### src/rtl/kugelblitz_pkg.sv
// kugelblitz_pkg: rule record and index-width helpers shared by the byte-rewrite engine.
package kugelblitz_pkg;
  localparam int OFFSET_W_MAX = 32;
  localparam int MAX_RULES = 16;
  typedef struct packed {
    logic                    en;
    logic [OFFSET_W_MAX-1:0] offset;
    logic [7:0]              data;
  } rule_t;
  function automatic int idx_w(input int n);
    return (n > 1) ? $clog2(n) : 1;
  endfunction
  localparam int RULE_IDX_W = idx_w(MAX_RULES);
endpackage

### src/rtl/kugelblitz_rule_table.sv
// kugelblitz_rule_table: shadow/active rewrite rules; commits copy shadow to active only at frame boundaries.
module kugelblitz_rule_table
  import kugelblitz_pkg::*;
#(
  parameter int RULE_COUNT   = 4,
  parameter int OFFSET_WIDTH = 16
)(
  input  logic                              clk,
  input  logic                              rst_n,
  input  logic                              wr_en,
  input  logic [idx_w(RULE_COUNT)-1:0]      wr_rule,
  input  logic [OFFSET_WIDTH-1:0]           wr_offset,
  input  logic [7:0]                        wr_data,
  input  logic                              wr_rule_en,
  input  logic                              commit,
  input  logic                              tlast_hs,
  input  logic                              in_frame,
  input  logic                              beat_acc,
  output logic                              commit_pending,
  output logic [RULE_COUNT*$bits(rule_t)-1:0] active_flat
);
  localparam int RW = $bits(rule_t);
  rule_t shadow [RULE_COUNT];
  rule_t active [RULE_COUNT];
  logic copy;
  // copying between frames is only safe when no beat is starting a new frame this cycle
  assign copy = commit_pending && (tlast_hs || (!in_frame && !beat_acc));
  always_ff @(posedge clk or negedge rst_n) begin
    if (!rst_n) begin
      commit_pending <= 1'b0;
      for (int r = 0; r < RULE_COUNT; r++) begin
        shadow[r] <= '0;
        active[r] <= '0;
      end
    end else begin
      commit_pending <= commit || (commit_pending && !copy);
      for (int r = 0; r < RULE_COUNT; r++)
        if (copy) active[r] <= shadow[r];
      if (wr_en && int'(wr_rule) < RULE_COUNT)
        shadow[wr_rule] <= '{en: wr_rule_en, offset: OFFSET_W_MAX'(wr_offset), data: wr_data};
    end
  end
  for (genvar i = 0; i < RULE_COUNT; i++) begin : g_flat
    assign active_flat[i*RW +: RW] = active[i];
  end
endmodule

### src/rtl/kugelblitz_rewrite.sv
// kugelblitz_rewrite: registered AXI-Stream byte-rewrite engine with frame-aligned rule commits.
// Statistics counters are built only when KUGELBLITZ_REWRITE_STATS_EN is defined.
module kugelblitz_rewrite
  import kugelblitz_pkg::*;
#(
  parameter int DATA_WIDTH   = 512,
  parameter int KEEP_WIDTH   = DATA_WIDTH/8,
  parameter int USER_WIDTH   = 1,
  parameter int RULE_COUNT   = 4,
  parameter int OFFSET_WIDTH = 16,
  parameter int CNT_WIDTH    = 32
)(
  input  logic                          clk,
  input  logic                          rst_n,
  input  logic [DATA_WIDTH-1:0]         s_axis_tdata,
  input  logic [KEEP_WIDTH-1:0]         s_axis_tkeep,
  input  logic                          s_axis_tvalid,
  output logic                          s_axis_tready,
  input  logic                          s_axis_tlast,
  input  logic [USER_WIDTH-1:0]         s_axis_tuser,
  output logic [DATA_WIDTH-1:0]         m_axis_tdata,
  output logic [KEEP_WIDTH-1:0]         m_axis_tkeep,
  output logic                          m_axis_tvalid,
  input  logic                          m_axis_tready,
  output logic                          m_axis_tlast,
  output logic [USER_WIDTH-1:0]         m_axis_tuser,
  input  logic                          cfg_wr_en,
  input  logic [idx_w(RULE_COUNT)-1:0]  cfg_wr_rule,
  input  logic [OFFSET_WIDTH-1:0]       cfg_wr_offset,
  input  logic [7:0]                    cfg_wr_data,
  input  logic                          cfg_wr_rule_en,
  input  logic                          cfg_commit,
  output logic                          commit_pending,
  input  logic                          stat_clear,
  output logic [CNT_WIDTH-1:0]          stat_frames,
  output logic [CNT_WIDTH-1:0]          stat_rewrites
);
  localparam int RW = $bits(rule_t);
  localparam int BW = OFFSET_WIDTH + $clog2(KEEP_WIDTH) + 1;
  logic [RULE_COUNT*RW-1:0] active_flat;
  rule_t                    rules [RULE_COUNT];
  logic [OFFSET_WIDTH-1:0]  beat_cnt;
  logic                     in_frame;
  logic                     acc;
  logic                     last_hs;
  logic                     sat;
  logic [BW-1:0]            base;
  logic [KEEP_WIDTH-1:0]    hit;
  logic [DATA_WIDTH-1:0]    out_data;

  assign s_axis_tready = rst_n && (!m_axis_tvalid || m_axis_tready);
  assign acc = s_axis_tvalid && s_axis_tready;
  assign last_hs = acc && s_axis_tlast;
  assign sat = &beat_cnt;
  assign base = BW'(beat_cnt) * BW'(KEEP_WIDTH);

  kugelblitz_rule_table #(
    .RULE_COUNT   (RULE_COUNT),
    .OFFSET_WIDTH (OFFSET_WIDTH)
  ) u_rules (
    .clk            (clk),
    .rst_n          (rst_n),
    .wr_en          (cfg_wr_en),
    .wr_rule        (cfg_wr_rule),
    .wr_offset      (cfg_wr_offset),
    .wr_data        (cfg_wr_data),
    .wr_rule_en     (cfg_wr_rule_en),
    .commit         (cfg_commit),
    .tlast_hs       (last_hs),
    .in_frame       (in_frame),
    .beat_acc       (acc),
    .commit_pending (commit_pending),
    .active_flat    (active_flat)
  );

  for (genvar i = 0; i < RULE_COUNT; i++) begin : g_unpack
    assign rules[i] = active_flat[i*RW +: RW];
  end

  // descending scan so the lowest-indexed matching rule is the one left standing
  always_comb begin
    hit = '0;
    out_data = '0;
    for (int k = 0; k < KEEP_WIDTH; k++) begin
      out_data[8*k +: 8] = s_axis_tkeep[k] ? s_axis_tdata[8*k +: 8] : 8'h00;
      for (int r = RULE_COUNT-1; r >= 0; r--)
        if (rules[r].en && s_axis_tkeep[k] && !sat &&
            64'(rules[r].offset) == 64'(base) + 64'(k)) begin
          hit[k] = 1'b1;
          out_data[8*k +: 8] = rules[r].data;
        end
    end
  end

  always_ff @(posedge clk or negedge rst_n) begin
    if (!rst_n) begin
      m_axis_tvalid <= 1'b0;
      m_axis_tdata  <= '0;
      m_axis_tkeep  <= '0;
      m_axis_tlast  <= 1'b0;
      m_axis_tuser  <= '0;
    end else if (acc) begin
      m_axis_tvalid <= 1'b1;
      m_axis_tdata  <= out_data;
      m_axis_tkeep  <= s_axis_tkeep;
      m_axis_tlast  <= s_axis_tlast;
      m_axis_tuser  <= s_axis_tuser;
    end else if (m_axis_tready) begin
      m_axis_tvalid <= 1'b0;
    end
  end

  always_ff @(posedge clk or negedge rst_n) begin
    if (!rst_n) begin
      beat_cnt <= '0;
      in_frame <= 1'b0;
    end else if (last_hs) begin
      beat_cnt <= '0;
      in_frame <= 1'b0;
    end else if (acc) begin
      beat_cnt <= sat ? beat_cnt : beat_cnt + 1'b1;
      in_frame <= 1'b1;
    end
  end

`ifdef KUGELBLITZ_REWRITE_STATS_EN
  localparam int HW = $clog2(KEEP_WIDTH + 1);
  logic [HW-1:0] hit_cnt;
  always_comb begin
    hit_cnt = '0;
    for (int k = 0; k < KEEP_WIDTH; k++)
      hit_cnt = hit_cnt + HW'(hit[k]);
  end
  always_ff @(posedge clk or negedge rst_n) begin
    if (!rst_n) begin
      stat_frames   <= '0;
      stat_rewrites <= '0;
    end else if (stat_clear) begin
      stat_frames   <= '0;
      stat_rewrites <= '0;
    end else begin
      if (last_hs) stat_frames <= stat_frames + 1'b1;
      if (acc) stat_rewrites <= stat_rewrites + CNT_WIDTH'(hit_cnt);
    end
  end
`else
  logic unused_stat;
  assign unused_stat = stat_clear | (|hit);
  assign stat_frames = '0;
  assign stat_rewrites = '0;
`endif
endmodule

### config.mk
export PLATFORM = sky130hd
export DESIGN_NAME = kugelblitz_rewrite
export DESIGN_NICKNAME = d
export VERILOG_FILES = /design/src/rtl/kugelblitz_pkg.sv /design/src/rtl/kugelblitz_rule_table.sv /design/src/rtl/kugelblitz_rewrite.sv
export SDC_FILE = /design/constraint.sdc
export NUM_CORES = 2
export LEC_CHECK = 0
export CORE_AREA = 4 4 482 484
export CTS_CLUSTER_SIZE = 20
export DETAILED_ROUTE_END_ITERATION = 8
export DIE_AREA = 0 0 486 488
export GPL_TIMING_DRIVEN = 0
export PLACE_DENSITY = 0.45
export REMOVE_ABC_BUFFERS = 1
export SLEW_MARGIN = 20
export SYNTH_ARGS = -nofsm -noshare
export SYNTH_HDL_FRONTEND = slang
export SYNTH_SLANG_ARGS = --single-unit
### constraint.sdc
create_clock -name clk -period 3.3 [get_ports clk]
set_input_delay 0.33 -clock clk [delete_from_list [all_inputs] [get_ports clk]]
set_output_delay 0.33 -clock clk [all_outputs]
set_load 0.02 [all_outputs]
==> qor.yml <==
drt:
  routedWlPerCell_um: 43.1
  num_vias: 69400
  drt_iter0_drc: 10000
  drtAntennaViolNets: 0
  viasPerCell: 6.38
  drt-pass1-iter-count: 7
  wirelength_mm: 469
  drc: 0
power:
  powerDensity_nw_per_um2: 656
  internal_power_mw: 26.8
  p_sw_share_pct: 49.5
  power.switching_mw: 26.3
  power_leakage_nw: 30.4
  power.share.clock_pct: 24.3
  ir_drop_mv: 0.583
  seqPwrFrac_pct: 29.0
  totalPowerFinal_mw: 53.1
  p_comb_share_pct: 46.7
worst_setup_path:
  worstPathArrival_ns: 4.08
  crit_fanout: 26
  critPathMaxStageDelay_ns: 0.93
  cp.required_ns: 4.01
  end_kind: "flop"
  critPathSlowestCell: "dfrtp_4"
  startpoint_type: "flop"
  r2r_slack_ns: -0.06
  crit_type: "reg -> reg"
  crit_chain: "clkinv_2 > nor2_1 > a221oi_1 > o221ai_1 > o221a_2"
timing:
  worst_slack_ns: -0.0640
  clock.fmax_mhz: 297
  finalMaxSlewViolations: 0
  post-route-min-period_ns: 3.36
  rsz0062_at_grt: "true"
  finalSetupViolCount: 13
  worst_pin_slew_ns: 1.22
  fin_crit_sh_pct: 102
  timing.setup.tns_ns: -0.474
  finClkSkew_ns: 0.0509
  max-slew-margin-rel_pct: 18.9
  final_hold_viol_count: 0
layout:
  drive_gt1_share_pct: 18.3
  layout.nets: 8330
  area_growth_pct: 47.7
die:
  die_area_um2: 237000
  die_h_um: 488
  rows: 175
  initial_utilization_pct: 24.1
  die_x_um: 486
  fp.coreArea_um2: 227000
  ios: 1257
run:
  cap_violations: 0
place:
  portBuffers: 1191
  hpwlAfterDp_mm: 340
  place.gp.congestion: 0.931
cts:
  clkTransAtPathRegs_ns: 0.06
  cts_buffers: 108
  cts-root-buf: "clkbuf_16"
  insertion_delay_ns: 0.80
  h-tree-depth: 3
  clock_tree.buffer_depth: 3
  cts_sinks: 797
  cts_tree: "done"
synth:
  avgSynthCellArea_um2: 8.25
  yosysWarnings: 0
  async_flop_share_pct: 100
  ys_seq_area_share_pct: 36.4
  yosysUniqueCellTypes: 82
  synth_top_area_cell: "dfrtp_1"
  ys_ff_latch: 797
  synth_edf_count: 0
  synth_ff_type: "dfrtp_1"
  syn_inst: 6640
  synth_area_leaders: "dfrtp_1, mux2_2, nor2_1"
  synth_top_area_share_pct: 36.4
  syn-cell-area_um2: 54800
global_route:
  grt_usage_pct: 37.5
  antenna_found_initial: 110
  grt_max_degree: 123
  grt_overflow_total: 0
  grt_pass1_wl_mm: 612
  grt_pass1_vias: 65300
status:
  failed_checks: "negative setup slack"
  status: "finished with violations"
worst_hold_path:
  hold_class: "in -> async"
critical path, delay by kind of cell (launching register included):
kind            cells  cell delay [ns]
simple gates        1             0.85
flops               1             0.93
buf+inv             1             0.78
compound gates      3             0.61
cell families (layout without fill, tap and decap cells):
| family | after synthesis | count (layout) | synth area share [%] |
|---|---|---|---|
| compound gates | 2414 | 2414 | 31.0 |
| simple gates | 2286 | 2291 | 19.8 |
| xor+xnor | 54 | 54 | 0.863 |
| other cells | 1 | 123 | 0.00685 |
| fa+ha+maj | 1 | 1 | 0.0228 |
| flops | 797 | 797 | 36.4 |
| mux | 293 | 293 | 5.88 |
| buf+inv | 794 | 1897 | 6.00 |
layout make-up:
cell class | instances | area (um2)
Multi-Input combinational cell | 5117 | 34600
Clock buffer | 162 | 3180
Inverter | 33 | 140
Timing Repair Buffer | 1660 | 18500
Fill cell | 23400 | 146000
Tap cell | 3009 | 3760
Antenna cell | 59 | 148
Sequential cell | 797 | 20100
Clock inverter | 42 | 571
metal layers:
layer,vias up,track usage (%),wire (um)
met5,-,0,361
met4,52,24.5,35700
met3,1303,10.1,50100
met2,5488,55.1,197000
met1,34900,48.3,185000
li1,27700,-,-
power groups by stage:
stage / logic, mW / registers, mW / clock network (mW)
3_5_place_dp: 22.7 / 15.3 / 0
5_1_grt: 24.7 / 15.4 / 13.4
4_1_cts: 23.6 / 15.2 / 13.0
2_1_floorplan: 5.46 / 15.7 / 0
3_3_place_gp: 15.3 / 19.9 / 0
6_report: 24.8 / 15.4 / 12.9
synth_stat cells, types with 43 or more instances:
cell type,count
nand4_1,102
a211oi_1,275
a221oi_1,170
and3_1,92
a21oi_1,281
dfrtp_1,797
o221a_2,43
buf_1,68
o211ai_1,95
o32ai_1,61
mux2i_1,63
a21o_1,67
nor4_1,80
nor2_1,688
o221ai_1,179
a31oi_1,132
buf_4,67
mux2_2,230
clkbuf_1,588
o22ai_1,247
o21ai_0,426
nand2_1,684
o21a_1,73
a222oi_1,43
and2_1,54
o31ai_1,49
nor3_1,85
nand3_1,256
final timing paths:
path                                     startpoint                      to  cells past startpoint
min in group clk                         cfg_commit  u_rules.commit_pending                      2
max                        u_rules.active_flat[126]       m_axis_tdata[355]                      5
min                                           rst_n        m_axis_tkeep[44]                      3
max reg2reg                u_rules.active_flat[126]       m_axis_tdata[355]                      5
min reg2reg                        m_axis_tkeep[61]        m_axis_tkeep[61]                      2
max in group asynchronous                     rst_n       m_axis_tdata[397]                      6
state kept, by name, summed over array words and instances, names as in the netlist:
name,count
m_axis_tvalid,1
m_axis_tkeep,64
m_axis_tdata,512
u_rules.shadow,100
m_axis_tuser,1
u_rules.active_flat,100
beat_cnt,16
m_axis_tlast,1
u_rules.commit_pending,1
in_frame,1
repair_timing:
item                                    in CTS  in global routing
endpoints found under the setup margin     581                453
pin swaps                                   73                 44
hold buffers                                 1                  4
buffers inserted                           134                 62
resized for setup                          279                175
hold endpoints to repair                   328                 10
cloned                                       9                  7
cells in the final DEF, fill, tap and decap left out, types with 47 or more instances in the layout:
cell | synthesis | final
a211oi_1 | 275 | 264
a21o_1 | 67 | 67
a21oi_1 | 281 | 274
a221oi_1 | 170 | 166
a31oi_1 | 132 | 103
and2_1 | 54 | 47
and3_1 | 92 | 70
buf_12 | 0 | 68
buf_16 | 0 | 83
buf_4 | 67 | 224
buf_6 | 1 | 52
clkbuf_16 | 0 | 114
clkdlybuf4s50_1 | 0 | 1189
conb_1 | 1 | 64
dfrtp_1 | 797 | 751
diode_2 | 0 | 59
mux2_2 | 230 | 230
mux2i_1 | 63 | 63
nand2_1 | 684 | 671
nand3_1 | 256 | 221
nand4_1 | 102 | 102
nor2_1 | 688 | 637
nor4_1 | 80 | 49
o211ai_1 | 95 | 95
o21a_1 | 73 | 71
o21ai_0 | 426 | 414
o221ai_1 | 179 | 177
o22ai_1 | 247 | 247
o31ai_1 | 49 | 47
o32ai_1 | 61 | 58
stage by stage:
step	area (um2)	hold WS [ns]	setup WS, ns	cells	util [%]
global route	80800	0.0822	-0.0687	10800	35.6
finish	80900	0.0633	-0.0640	10900	35.6
detailed placement	72700	0.246	-1.92	10400	32.0
global placement	67500	0.461	-119.36	10100	29.7
floorplan	51900	0.0344	-17.13	5942	-
CTS	79300	0.0319	-0.0116	10700	34.9
Power figures use the tool's default switching activity.
